$ cat src/rtl/matrix_mult_sequencer.sv
// matrix_mult_sequencer
//   Master sequencer upstream of the data memory. On a start pulse it reads the NxN
//   matrices A and B (row-major, 16-bit words), computes C = A*B with one
//   multiply-accumulate per two cycles, and writes each C element back to memory.
//
// Ports
//   clk, rst_n          rising-edge clock, asynchronous active-low reset
//   start               1-cycle request, sampled only in idle
//   busy                high while reading/accumulating/writing
//   done                1-cycle pulse after the final C write
//   ovf                 sticky: some C element exceeded 16 bits; cleared on start
//   mem_address         word address to data memory
//   mem_write_data      write data
//   mem_write_enable    write strobe (memory writes on clk rise)
//   mem_read_enable     read strobe (memory read is combinational)
//   mem_read_data       combinational read data
//
// Build option
//   SAT_WRITE_EN        when defined, an element that overflows 16 bits is written as
//                       16'hFFFF instead of its low 16 bits. ovf is identical either way.
module matrix_mult_sequencer #(
  parameter int unsigned N      = 3,
  parameter int unsigned A_BASE = 0,
  parameter int unsigned B_BASE = 9,
  parameter int unsigned C_BASE = 18,
  parameter int unsigned ACC_W  = 40
) (
  input  logic        clk,
  input  logic        rst_n,
  input  logic        start,
  output logic        busy,
  output logic        done,
  output logic        ovf,
  output logic [15:0] mem_address,
  output logic [15:0] mem_write_data,
  output logic        mem_write_enable,
  output logic        mem_read_enable,
  input  logic [15:0] mem_read_data
);

  localparam logic [15:0] NW      = 16'(N);
  localparam logic [15:0] LastIdx = 16'(N - 1);
  localparam logic [15:0] ABase   = 16'(A_BASE);
  localparam logic [15:0] BBase   = 16'(B_BASE);
  localparam logic [15:0] CBase   = 16'(C_BASE);

  typedef enum logic [2:0] {StIdle, StRdA, StRdB, StWr, StDone} state_e;

  state_e             state_q, state_d;
  logic [15:0]        i_q, i_d, j_q, j_d, k_q, k_d;
  logic [15:0]        a_q, a_d;
  logic [ACC_W-1:0]   acc_q, acc_d;
  logic               ovf_q, ovf_d;

  logic [31:0]        prod;
  logic               acc_hi_nz;

  assign prod      = {16'b0, a_q} * {16'b0, mem_read_data};
  assign acc_hi_nz = |acc_q[ACC_W-1:16];
  assign ovf       = ovf_q;

  always_ff @(posedge clk or negedge rst_n) begin
    if (!rst_n) begin
      state_q <= StIdle;
      i_q     <= '0;
      j_q     <= '0;
      k_q     <= '0;
      a_q     <= '0;
      acc_q   <= '0;
      ovf_q   <= 1'b0;
    end else begin
      state_q <= state_d;
      i_q     <= i_d;
      j_q     <= j_d;
      k_q     <= k_d;
      a_q     <= a_d;
      acc_q   <= acc_d;
      ovf_q   <= ovf_d;
    end
  end

  // Next-state and datapath updates.
  always_comb begin
    state_d = state_q;
    i_d     = i_q;
    j_d     = j_q;
    k_d     = k_q;
    a_d     = a_q;
    acc_d   = acc_q;
    ovf_d   = ovf_q;
    unique case (state_q)
      StIdle: begin
        if (start) begin
          i_d     = '0;
          j_d     = '0;
          k_d     = '0;
          acc_d   = '0;
          ovf_d   = 1'b0;
          state_d = StRdA;
        end
      end
      StRdA: begin
        a_d     = mem_read_data;
        state_d = StRdB;
      end
      StRdB: begin
        acc_d = acc_q + ACC_W'(prod);
        if (k_q == LastIdx) begin
          state_d = StWr;
        end else begin
          k_d     = k_q + 16'd1;
          state_d = StRdA;
        end
      end
      StWr: begin
        if (acc_hi_nz) ovf_d = 1'b1;
        acc_d = '0;
        k_d   = '0;
        if (j_q == LastIdx) begin
          j_d = '0;
          i_d = (i_q == LastIdx) ? 16'd0 : i_q + 16'd1;
        end else begin
          j_d = j_q + 16'd1;
        end
        state_d = (i_q == LastIdx && j_q == LastIdx) ? StDone : StRdA;
      end
      StDone:  state_d = StIdle;
      default: state_d = StIdle;
    endcase
  end

  // Memory-port and status decode from registered state only.
  always_comb begin
    mem_address      = '0;
    mem_write_data   = '0;
    mem_write_enable = 1'b0;
    mem_read_enable  = 1'b0;
    busy             = 1'b0;
    done             = 1'b0;
    unique case (state_q)
      StRdA: begin
        mem_address     = ABase + i_q * NW + k_q;
        mem_read_enable = 1'b1;
        busy            = 1'b1;
      end
      StRdB: begin
        mem_address     = BBase + k_q * NW + j_q;
        mem_read_enable = 1'b1;
        busy            = 1'b1;
      end
      StWr: begin
        mem_address      = CBase + i_q * NW + j_q;
        mem_write_enable = 1'b1;
        busy             = 1'b1;
`ifdef SAT_WRITE_EN
        mem_write_data   = acc_hi_nz ? 16'hFFFF : acc_q[15:0];
`else
        mem_write_data   = acc_q[15:0];
`endif
      end
      StDone:  done = 1'b1;
      default: ;
    endcase
  end

endmodule

$ cat config.mk
export PLATFORM = sky130hd
export DESIGN_NAME = matrix_mult_sequencer
export DESIGN_NICKNAME = d
export VERILOG_FILES = /design/src/rtl/matrix_mult_sequencer.sv
export SDC_FILE = /design/constraint.sdc
export NUM_CORES = 1
export LEC_CHECK = 0
export ABC_AREA = 1
export CAP_MARGIN = 20
export CORE_UTILIZATION = 40
export DETAILED_ROUTE_END_ITERATION = 6
export DONT_BUFFER_PORTS = 1
export PLACE_DENSITY = 0.5
export SYNTH_ARGS = -nofsm -noshare
export SYNTH_HDL_FRONTEND = slang
export SYNTH_SLANG_ARGS = --single-unit
$ cat constraint.sdc
create_clock -name clk -period 10.25 [get_ports clk]
set_input_delay 2.05 -clock clk [delete_from_list [all_inputs] [get_ports clk]]
set_output_delay 2.05 -clock clk [all_outputs]
set_load 0.02 [all_outputs]
== Yosys cells after proc, flatten, opt, wreduce, memory -nomap -nowiden ==
Cells that the tools add are included.
Operators by class
  div/mod/pow operators: 0
  add/sub/neg operators: 9
  muxes and demuxes: 23
  bitwise logic cells: 0
  multipliers: 3
  shifts and indexed selects: 0
  reduce and logical (&&, ||, !) cells: 12
  equal/unequal tests: 11
  $lt $le $gt $ge: 0
Operators by type and width (number)
  one-hot mux 40 bit (3 select lines): 1
  2-to-1 mux 16 bit: 6
  one-hot mux 16 bit (3 select lines): 2
  one-hot mux 16 bit (2 select lines): 2
  adder 16 x 1 -> 16 bit, second input constant: 3
  adder 16 bit: 3
  == test 16 x 2 -> 1 bit, second input constant: 3
  adder 40 x 32 -> 40 bit: 1
  2-to-1 mux 40 bit: 1
  multiplier 16 x 16 -> 32 bit: 1
  multiplier 16 x 2 -> 16 bit, second input constant: 2
  OR reduction 24 bit: 1
  adder 4 x 16 -> 16 bit, first input constant: 1
  adder 5 x 16 -> 16 bit, first input constant: 1
  one-hot mux 3 bit (4 select lines): 1
  AND reduction 3 bit: 3
  != test 2 bit, second input constant: 4
  == test 3 x 2 -> 1 bit, second input constant: 2
  2-to-1 mux 1 bit: 6
  2-to-1 mux 3 bit: 2
  AND reduction 2 bit: 2
  == test 3 x 1 -> 1 bit, second input constant: 1
  == test 3 bit, second input constant: 1
  zero test 3 bit: 1
  other kinds (7): 7
Storage, ports and cells
  register bits: 108
  output and inout port bits: 37
  bits in read-only memories: 0
  bits in latches: 0
  memories kept: 0
  logic and storage cells: 65
  memory bits (writable): 0

== Longest topological paths before layout ==
  depth in word-level cells: 4
  depth in mapped cells: 28
  gate-level depth less buffers: 26

== Least setup slack after synthesis ==
OpenSTA, ideal clock, no wires.
  kind: input to register
  start point: in mem_read_data[1]
  end point: reg acc_q[24]
  buffers on the path: 2
  stages: 22
  arrival: 7.176 ns
  slack: 2.956 ns
  path through: clkbuf_1 > clkbuf_1 > nand2_1 > fa_1 > fa_1 > fa_1 > fa_1 > inv_1 > fa_1 > inv_1 > fa_1 > inv_1 > ha_1 > nand2_1 > nor2_1 > nand2_1 > o21ai_0 > nand3_1 > nand2_1 > nand2_1 > nand3_1 > nand2_1
On the way
  cells in the longest elaborated chain, start to end: 3
RTL lines
  from (decl): line 38  | input logic [15:0] mem_read_data
  multiplier 16 x 16 -> 32 bit: line 58  | assign prod = {16'b0, a_q} * {16'b0, mem_read_data};
  adder 40 x 32 -> 40 bit: line 107  | acc_d = acc_q + ACC_W'(prod);
  one-hot mux 40 bit (3 select lines): line 91  | unique case (state_q)
  to (signal assigned): line 69  | acc_q <= '0;
  to (signal assigned): line 77  | acc_q <= acc_d;
  to (decl): line 52  | logic [ACC_W-1:0] acc_q, acc_d;
Every way passes these cells.
A chain may end at the register's enable or synchronous reset.

== Worst setup path after layout ==
  start point: in mem_read_data[4]
  end point: reg acc_q[24]
The elaborated chain is that of the path after synthesis.

==> impl_results.md <==
- Share of layout cells above drive strength 1: 0.0224
- Synth top cells by count: 696 x nand2_1, 641 x inv_1, 244 x fa_1
- Total Die Area: 50300 um2
- Die span in y: 224 um
- Share of Yosys cell area claimed by the top area cell type: 0.247
- CP delay by family, top: adder cells
- Result of the run: complete, no violations
- Worst-path fanout max: 17
- Final clock period utilization by the worst path: 0.688
- Worst clock skew: about 0.013 ns
- Register area share after synthesis: 0.137
- Drc violations: 0
- Number of antenna violations at the first check in global routing: 0
- Hold buffer count at CTS: 0
- 1st-iter DRT viols: ~900
- RSZ-0062 raised after global routing: no
- Grt ovf: 0
- CP arrival: 7.34 ns
- Final setup viols: 0
- Number of buffers inserted during clock tree synthesis: 9
- Count of nets after finishing: 3160
- Setup Crit Path Kind: in2reg
- Routability-driven placement congestion ratio: 0.936
- Netlist cell types: 46
- Worst path buffer plus inverter count: 5
- Overall routed net length: around 59 mm
- Io pins: 56
- Remaining number of nets flagged by the antenna check after routing: 0
- H-tree lvl count: 3
- Clock Latency Late Sink: ~0.40 ns
- Total number of placement rows: 81
- Net count after synthesis: roughly 3.2k
- Worst hold start: acc_q[26]$_DFFE_PN0P_
- Length of the first detailed-routing pass in iterations: 5
- Startpoint of the worst-slack reg-to-reg timing path: a_q[8]$_DFFE_PN0P_
- Final Max Slew Viols: 0
- Cell with the largest stage delay on the worst path: o21ai_0
- Hold violation total from the final report: 0
- CTS tree: built
- Class of the worst hold path: reg2reg
- Max-Slew Margin vs Limit: 0.392
- Worst-Margin Slew: 0.911 ns
- GRT Util Overall: 0.248
- Avg Cell Area, Syn: 7.23 um2
- Most common cell in the synthesized netlist: nand2_1
- Kind of launch point of the worst setup path: primary input
- Most instantiated flip-flop cell in the synthesis netlist: dfrtp_1
- Global-route wire length before repair: between 90 and 100 mm
- Async set-reset flop share out of synthesis: 1.00
- Diode insertion count for antenna repair: 0
- Post-layout min period: 7.05 ns
- Library cell occupying the most area in the post-synthesis netlist: fa_1
- IO buf count: 0
- Warnings, synthesis: 0
- Floorplan die width: approximately 220 um
- Start point of the critical path: mem_read_data[4]
- Cells along the critical path: nand2_1, inv_1, fa_1, inv_1, fa_1, fa_1, fa_1, inv_1, fa_1, inv_1, fa_1, inv_1, ha_1, nand2_1, nor2_1, nand2_1, o21ai_0, nand3_1, nand2_1, nand2_1, nand3_1, nand2_1
- FF+latch count, synth: 108
- Per-cell via count in the routed design: between 5 and 6
- Number of maximum-capacitance constraint violations: 0
- Data required, critical path: 10.54 ns
- Cell types with the largest area share after synthesis: fa_1 25%, ha_1 14%, dfrtp_1 14%, nand2_1 13%, inv_1 12%
- Final HPWL DP: just under 50 mm
- Category of the worst setup path capture point: flip-flop
- EDFF count, synth: 0
- Sink Count: around 110
- Core area: around 49000 um2
- Via count of the first global-routing pass: 17.6k
- Highest clock frequency the design can meet: about 0.14 GHz
- Number of setup buffers added after CTS: 0
- Post-CTS resize count: 0
- Largest net degree at the start of global routing: between 100 and 150
- Initial core utilization: 0.405
- Number of vias after detailed routing: about 17k
- Clock tree buffer depth: 2
- Total negative setup slack: 0 ns
- Delay of the slowest cell on the worst path: 0.59 ns
- Layout Area Growth over Synthesis: 4.29%
- Post-synth design cell area: 19800 um2
- Average wire per cell in the routed design: 17.7 um
- Master cell of the clock root buffer: clkbuf_16
- Clock edge transition at the registers on the reported setup and hold paths: 0.08 ns
- Gate count of the mapped netlist: 2737
==> stage by stage <==
stage | setup WS [ns] | hold WS (ns) | cell area [um2] | std cells | utilization
2_1_floorplan | 2.96 | 0.472 | 19800 | 2737 | -
3_3_place_gp | 2.82 | 0.505 | 20300 | 3321 | 0.416
3_5_place_dp | 2.84 | 0.502 | 20300 | 3321 | 0.416
4_1_cts | 3.25 | 0.521 | 20600 | 3337 | 0.422
5_1_grt | 2.79 | 0.545 | 20600 | 3337 | 0.422
6_report | 3.20 | 0.520 | 20600 | 3337 | 0.422
==> sequential cells by signal (all words and copies together), names as in the netlist <==
name and cells:
ovf 1, a_q 16, state_q 3, i_q 16, j_q 16, k_q 16, acc_q 40
==> placed cells by master (no fill, tap or decap), types with 31 or more instances in the layout <==
| cell | instances |
|---|---|
| nor2_1 | 152 |
| ha_1 | 229 |
| inv_1 | 640 |
| o21ai_0 | 119 |
| xor2_1 | 31 |
| nand3_1 | 111 |
| dfrtp_1 | 108 |
| a21oi_1 | 131 |
| fa_1 | 244 |
| nand2_1 | 696 |
==> tightest hold or removal path: stages (launching register included) <==
cell and delay, ns:
dfrtp_1 0.37, nand2_1 0.06, o21ai_0 0.06
==> path summary, 6_finish.rpt <==
check	endpoint	slack [ns]	cells past startpoint
setup / recovery	acc_q[24]$_DFFE_PN0P_	3.20	22
hold / removal	acc_q[26]$_DFFE_PN0P_	0.52	2
setup reg to reg	acc_q[24]$_DFFE_PN0P_	3.91	20
hold reg to reg	acc_q[26]$_DFFE_PN0P_	0.52	2
max in group asynchronous	acc_q[30]$_DFFE_PN0P_	8.64	0
min in group asynchronous	a_q[6]$_DFFE_PN0P_	1.34	0
==> routing by layer <==
layer	routed length, um	vias to the layer above	global-route usage
li1	-	8183	-
met1	26100	8114	0.314
met5	0	-	0
met3	1890	75	0.0266
met2	29300	314	0.437
met4	1650	0	0.0819
==> cell type report <==
type	count	area (um2)
well taps	664	831
inverters	650	2440
clock buffers	9	225
flip-flops and latches	108	2700
clock inverters	7	83.8
fillers	5176	28200
multi-input cells	1889	14300
repair buffers	10	75.1
==> kinds of logic after synthesis <==
family                     share of synthesized area
buffers and inverters                          0.142
adders and majority gates                      0.392
AOI/OAI and AO/OA                             0.0914
xor gates and xnor gates                      0.0204
and+or+nand+nor                                0.218
DFF                                            0.137
Power is left out: the tool's default activity adds up to more than one toggle a clock period on the data nets, which glitch-free logic cannot reach.
